--- config.mk ---
export PLATFORM = sky130hd
export DESIGN_NAME = shift_ctrl
export DESIGN_NICKNAME = d
export VERILOG_FILES = /design/src/rtl/shift_ctrl_pkg.sv /design/src/rtl/piso_reg.sv /design/src/rtl/shift_ctrl.sv
export SDC_FILE = /design/constraint.sdc
export NUM_CORES = 1
export LEC_CHECK = 0
export CORE_ASPECT_RATIO = 0.8
export CORE_MARGIN = 4
export CORE_UTILIZATION = 53
export DETAILED_ROUTE_END_ITERATION = 16
export PLACE_DENSITY = 0.83
export SYNTH_ARGS = -nofsm -noshare
export SYNTH_HDL_FRONTEND = slang
export SYNTH_SLANG_ARGS = --single-unit
export TNS_END_PERCENT = 20
--- constraint.sdc ---
create_clock -name clk -period 3.5 [get_ports clk]
set_clock_uncertainty 0.05 [all_clocks]
set_input_delay 0.35 -clock clk [delete_from_list [all_inputs] [get_ports clk]]
set_output_delay 0.35 -clock clk [all_outputs]
set_load 0.02 [all_outputs]
--- src/rtl/shift_ctrl_pkg.sv ---
// Shared types and constants for the shift_ctrl serializer.
// Latency: n/a (declarations only).
// Backpressure: n/a (declarations only).
package shift_ctrl_pkg;

  // Controller states; encodings are fixed so other blocks and debug
  // tooling can decode a captured state value directly.
  typedef enum logic [1:0] {
    IDLE  = 2'd0,
    SHIFT = 2'd1,
    GAP   = 2'd2
  } state_t;

  // Width of the inter-word idle counter; covers gap lengths up to 15.
  localparam int GAP_CNT_W = 4;

endpackage

--- src/rtl/piso_reg.sv ---
// Parallel-in / serial-out register: loads a word, shifts one bit per step.
// Latency: q_bit shows the first serial bit the cycle after load.
// Backpressure: none; load and shift are commands from the controller.
//
// Ports:
//   clk    rising-edge clock
//   rst    asynchronous active-low reset, clears the register
//   load   capture d (has priority over shift)
//   shift  advance the register by one bit toward the output end
//   d      parallel word
//   q_bit  current serial bit (MSB end or LSB end per MSB_FIRST)
module piso_reg #(
  parameter int BITS      = 8,
  parameter bit MSB_FIRST = 1'b1
) (
  input  logic            clk,
  input  logic            rst,
  input  logic            load,
  input  logic            shift,
  input  logic [BITS-1:0] d,
  output logic            q_bit
);

  logic [BITS-1:0] sreg;

  always_ff @(posedge clk or negedge rst) begin
    if (!rst) begin
      sreg <= '0;
    end else if (load) begin
      sreg <= d;
    end else if (shift) begin
      // Shift away from the output end so the next bit lands there.
      if (MSB_FIRST) sreg <= {sreg[BITS-2:0], 1'b0};
      else           sreg <= {1'b0, sreg[BITS-1:1]};
    end
  end

  assign q_bit = MSB_FIRST ? sreg[BITS-1] : sreg[0];

endmodule

--- src/rtl/shift_ctrl.sv ---
// Word serializer: accepts a parallel word, sends it one bit per cycle, then idles GAP cycles.
// Latency: first serial bit the cycle after accept; done on the last of BITS bits.
// Backpressure: din_ready only in IDLE with abort low; words offered while busy are ignored.
//
// Ports:
//   clk, rst          clock, asynchronous active-low reset
//   din, din_valid    parallel word offer; din_ready signals acceptance this cycle
//   abort             drop the word in flight (and block accepts) on the next edge
//   sout, sout_valid  serial bit and its qualifier (only in SHIFT)
//   busy              controller not in IDLE
//   done              one-cycle pulse on the last bit of a completed word
module shift_ctrl #(
  parameter int BITS      = 8,
  parameter int GAP       = 2,
  parameter bit MSB_FIRST = 1'b1
) (
  input  logic            clk,
  input  logic            rst,
  input  logic [BITS-1:0] din,
  input  logic            din_valid,
  output logic            din_ready,
  input  logic            abort,
  output logic            sout,
  output logic            sout_valid,
  output logic            busy,
  output logic            done
);

  import shift_ctrl_pkg::*;

  // The GAP parameter shadows the package's GAP state literal, so the
  // state is always named with its package prefix in this module.
  localparam int                   CW       = $clog2(BITS);
  localparam logic [CW-1:0]        CNT_LAST = CW'(BITS - 1);
  localparam logic [GAP_CNT_W-1:0] GAP_LOAD = GAP_CNT_W'((GAP > 0) ? GAP - 1 : 0);

  state_t                 state;
  state_t                 state_nxt;
  logic [CW-1:0]          bit_cnt;
  logic [GAP_CNT_W-1:0]   gap_cnt;
  logic                   accept;
  logic                   shift_step;
  logic                   q_bit;

  always_ff @(posedge clk or negedge rst) begin
    if (!rst) state <= IDLE;
    else      state <= state_nxt;
  end

  always_comb begin
    state_nxt  = state;
    din_ready  = 1'b0;
    accept     = 1'b0;
    shift_step = 1'b0;
    sout_valid = 1'b0;
    done       = 1'b0;
    case (state)
      IDLE: begin
        // abort blocks acceptance so a simultaneous offer is never taken.
        din_ready = !abort;
        accept    = din_valid && !abort;
        if (accept) state_nxt = SHIFT;
      end
      SHIFT: begin
        sout_valid = 1'b1;
        done       = (bit_cnt == '0) && !abort;
        if (abort) begin
          state_nxt = IDLE;
        end else begin
          shift_step = 1'b1;
          if (bit_cnt == '0) state_nxt = (GAP > 0) ? shift_ctrl_pkg::GAP : IDLE;
        end
      end
      shift_ctrl_pkg::GAP: begin
        if (abort || gap_cnt == '0) state_nxt = IDLE;
      end
      default: state_nxt = IDLE;
    endcase
  end

  // bit_cnt counts remaining bits down to 0 (the last bit); gap_cnt is
  // loaded with GAP-1 on the last bit so GAP lasts exactly GAP cycles.
  // Both hold at 0 rather than wrapping.
  always_ff @(posedge clk or negedge rst) begin
    if (!rst) begin
      bit_cnt <= '0;
      gap_cnt <= '0;
    end else begin
      if (accept)
        bit_cnt <= CNT_LAST;
      else if (shift_step && bit_cnt != '0)
        bit_cnt <= bit_cnt - 1'b1;

      if (shift_step && bit_cnt == '0)
        gap_cnt <= GAP_LOAD;
      else if (state == shift_ctrl_pkg::GAP && !abort && gap_cnt != '0)
        gap_cnt <= gap_cnt - 1'b1;
    end
  end

  piso_reg #(
    .BITS      (BITS),
    .MSB_FIRST (MSB_FIRST)
  ) u_piso (
    .clk   (clk),
    .rst   (rst),
    .load  (accept),
    .shift (shift_step),
    .d     (din),
    .q_bit (q_bit)
  );

  assign sout = q_bit && (state == SHIFT);
  assign busy = (state != IDLE);

endmodule

==> flow_metrics.env <==
export IMPL_outcome="complete, no violations"
export IMPL_fin_crit_ns=2.83
export IMPL_arrival_ns=2.43
export IMPL_max_vdd_ir_drop_uv=383
export IMPL_path_clk_slew_ns=0.10
export IMPL_clock_power_share_pct=20.3
export IMPL_endpoint_kind="primary output"
export IMPL_cellPowerDensity_nw_per_um2=471
export IMPL_power_leakage_uw=0.000475
export IMPL_viasPerCell=5.57
export IMPL_postSynthAreaPerCell_sq_um=9.00
export IMPL_yosysWarnings=0
export IMPL_fillCellCount=113
export IMPL_power_frac_comb_pct=28.5
export IMPL_row_count=12
export IMPL_cts_buffer_depth=2
export IMPL_maxSlewHeadroom_pct=49.7
export IMPL_port_buffers=16
export IMPL_antenna_found_initial=0
export IMPL_die_w_microns=53.6
export IMPL_synth_cell_area_sq_um=882
export IMPL_dp_hpwl_microns=1380
export IMPL_grtUsageTotal_pct=17.8
export IMPL_yosysSeqAreaShare_pct=48.2
export IMPL_cap_viol_max_count=0
export IMPL_insertion_delay_ns=0.29
export IMPL_overflow=0
export IMPL_drt_first_pass_iters=5
export IMPL_numCtsBuffers=3
export IMPL_dieArea_sq_um=2390
export IMPL_tightestPinTransition_ns=0.752
export IMPL_hp_class="in -> async"
export IMPL_grt_setup_unrepaired="false"
export IMPL_worstPathMaxFanout=13
export IMPL_core_area_sq_um=1470
export IMPL_cp_num_buf_inv=2
export IMPL_cts_hold_buf=0
export IMPL_crit_top_cell="clkdlybuf4s50_1"
export IMPL_worstPathCellList="clkdlybuf4s50_1, or3b_2, nor2_1, clkdlybuf4s50_1"
export IMPL_grt_pass1_wl_microns=3080
export IMPL_power_frac_seq_pct=51.2
export IMPL_antenna_cells=0
export IMPL_grt_pass1_vias=662
export IMPL_dieHeight_microns=44.5
export IMPL_tns_ns=0
export IMPL_hold_viol=0
export IMPL_gp_congestion=0.810
export IMPL_cp_depth=4
export IMPL_num_nets_final=131
export IMPL_required_ns=3.10
export IMPL_layout_commonest_cell="dfrtp_1"
export IMPL_r2r_cells=5
export IMPL_vias=757
export IMPL_clock_fmax_mhz=353
export IMPL_setup_viol_count_final=0
export IMPL_path_delay_family="buffers and inverters"
export IMPL_holdWs_ns=0.443
export IMPL_antenna_left=0
export IMPL_drcViolationCount=0
export IMPL_p_sw_uw=160
export IMPL_drt_iter0_drc=16
export IMPL_ys_types=29
export IMPL_htreeDepth=1
export IMPL_fin_crit_sh_pct=80.8
export IMPL_synthCells=98
export IMPL_ys_ff_latch=17
export IMPL_grt_max_degree=18
export IMPL_wl_per_cell_microns=14.0
export IMPL_numClockSinks=17
export IMPL_cts_resized_gates=0
export IMPL_cts_setup_buffers=0
export IMPL_start_util_pct=59.9
export IMPL_drive_above_1_share_pct=7.83
export IMPL_cts_root_buf="clkbuf_4"
export IMPL_cts_tree="yes"
export IMPL_cp_slowest_cell="clkdlybuf4s50_1"
export IMPL_layout_common_cells="dfrtp_1, nand2_1, clkdlybuf4s50_1, nor2_1, a31oi_1"
export IMPL_path_class="in -> out"
export IMPL_p_int_uw=351
export IMPL_max_stage_delay_ns=0.66
export IMPL_maxSlewViolCount=0
export IMPL_synthToLayoutAreaGrowth_pct=22.8
export IMPL_startpoint_type="primary input"
export IMPL_p_sw_share_pct=31.3
export IMPL_io_pins=17
export IMPL_syn_num_nets=113
export IMPL_total_power_uw=511
export IMPL_drt_wl_total_microns=1900
[worst paths after layout]
check	from	end	slack, ns
setup / recovery	abort	done	0.67
hold / removal	rst	gap_cnt[0]	0.44
setup reg to reg	gap_cnt[0]	gap_cnt[0]	1.73
hold reg to reg	u_piso.sreg[0]	u_piso.sreg[0]	0.46
max in group asynchronous	rst	bit_cnt[1]	2.48
min in group clk	u_piso.sreg[0]	u_piso.sreg[0]	0.46
[cells in the mapped netlist]
library cell	n	area share, %
a21boi_0	1	0.85
or4b_1	1	1.1
clkbuf_1	1	0.43
inv_1	5	2.1
nand2b_1	1	0.71
or4_1	1	0.85
o21ai_0	5	2.8
mux2i_1	1	1.1
nor3b_1	3	2.6
nor2b_1	1	0.71
a31oi_1	6	4.3
nor3_1	4	2.3
or3b_4	1	1.3
nand2_1	16	6.8
or3b_2	2	2.0
a21oi_1	4	2.3
dfrtp_1	17	48
or3_1	2	1.4
o211ai_1	1	0.85
nand3_1	2	1.1
ha_1	3	4.3
nor4b_1	1	0.99
o22ai_1	2	1.4
a311o_1	1	1.1
and2_1	1	0.71
or2_2	1	0.71
and2b_2	1	0.99
buf_2	3	1.7
nor2_1	10	4.3
[logic make-up after synthesis]
family	after synthesis	synth area share [%]
and+or+nand+nor	48	28.5
AOI/OAI and AO/OA	20	13.6
DFF	17	48.2
buffers and inverters	9	4.25
adders and majority gates	3	4.26
muxes	1	1.13
[stage by stage]
stage | util (%) | setup slack, ns | std cells | area (sq um)
floorplan | - | 1.84 | 98 | 882
global placement | 71.9 | 0.745 | 132 | 1060
detailed placement | 71.9 | 0.682 | 132 | 1060
CTS | 73.6 | 0.677 | 136 | 1080
global route | 73.6 | 0.589 | 136 | 1080
finish | 73.6 | 0.671 | 136 | 1080
[layer usage]
layer | share of wire (%) | global-route usage (%) | up-vias
met4 | 0.58 | 4.59 | 0
met3 | 7.0 | 6.40 | 4
li1 | - | - | 376
met5 | 0 | 0 | -
met1 | 46 | 24.5 | 346
met2 | 46 | 26.4 | 31
[layout make-up]
cell class / instances / area [sq um] / area share (%)
timing repair buffer: 17 / 168 / 15.5
sequential: 17 / 425 / 39.3
multi-input combinational: 72 / 419 / 38.7
clock buffer: 4 / 26.3 / 2.42
inverter: 5 / 18.8 / 1.73
tap: 21 / 26.3 / 2.42
[power groups by stage]
stage / Sequential, uW / Combinational (uW) / Clock, uW
floorplan: 258 / 95.6 / 0
global placement: 263 / 137 / 0
detailed placement: 265 / 145 / 0
CTS: 260 / 146 / 107
global route: 266 / 162 / 116
finish: 261 / 146 / 104
[state kept, by name, summed over array words and instances (netlist names)]
signal / cells
gap_cnt: 4
u_piso.sreg: 8
bit_cnt: 3
state: 2
Power figures use the tool's default switching activity.
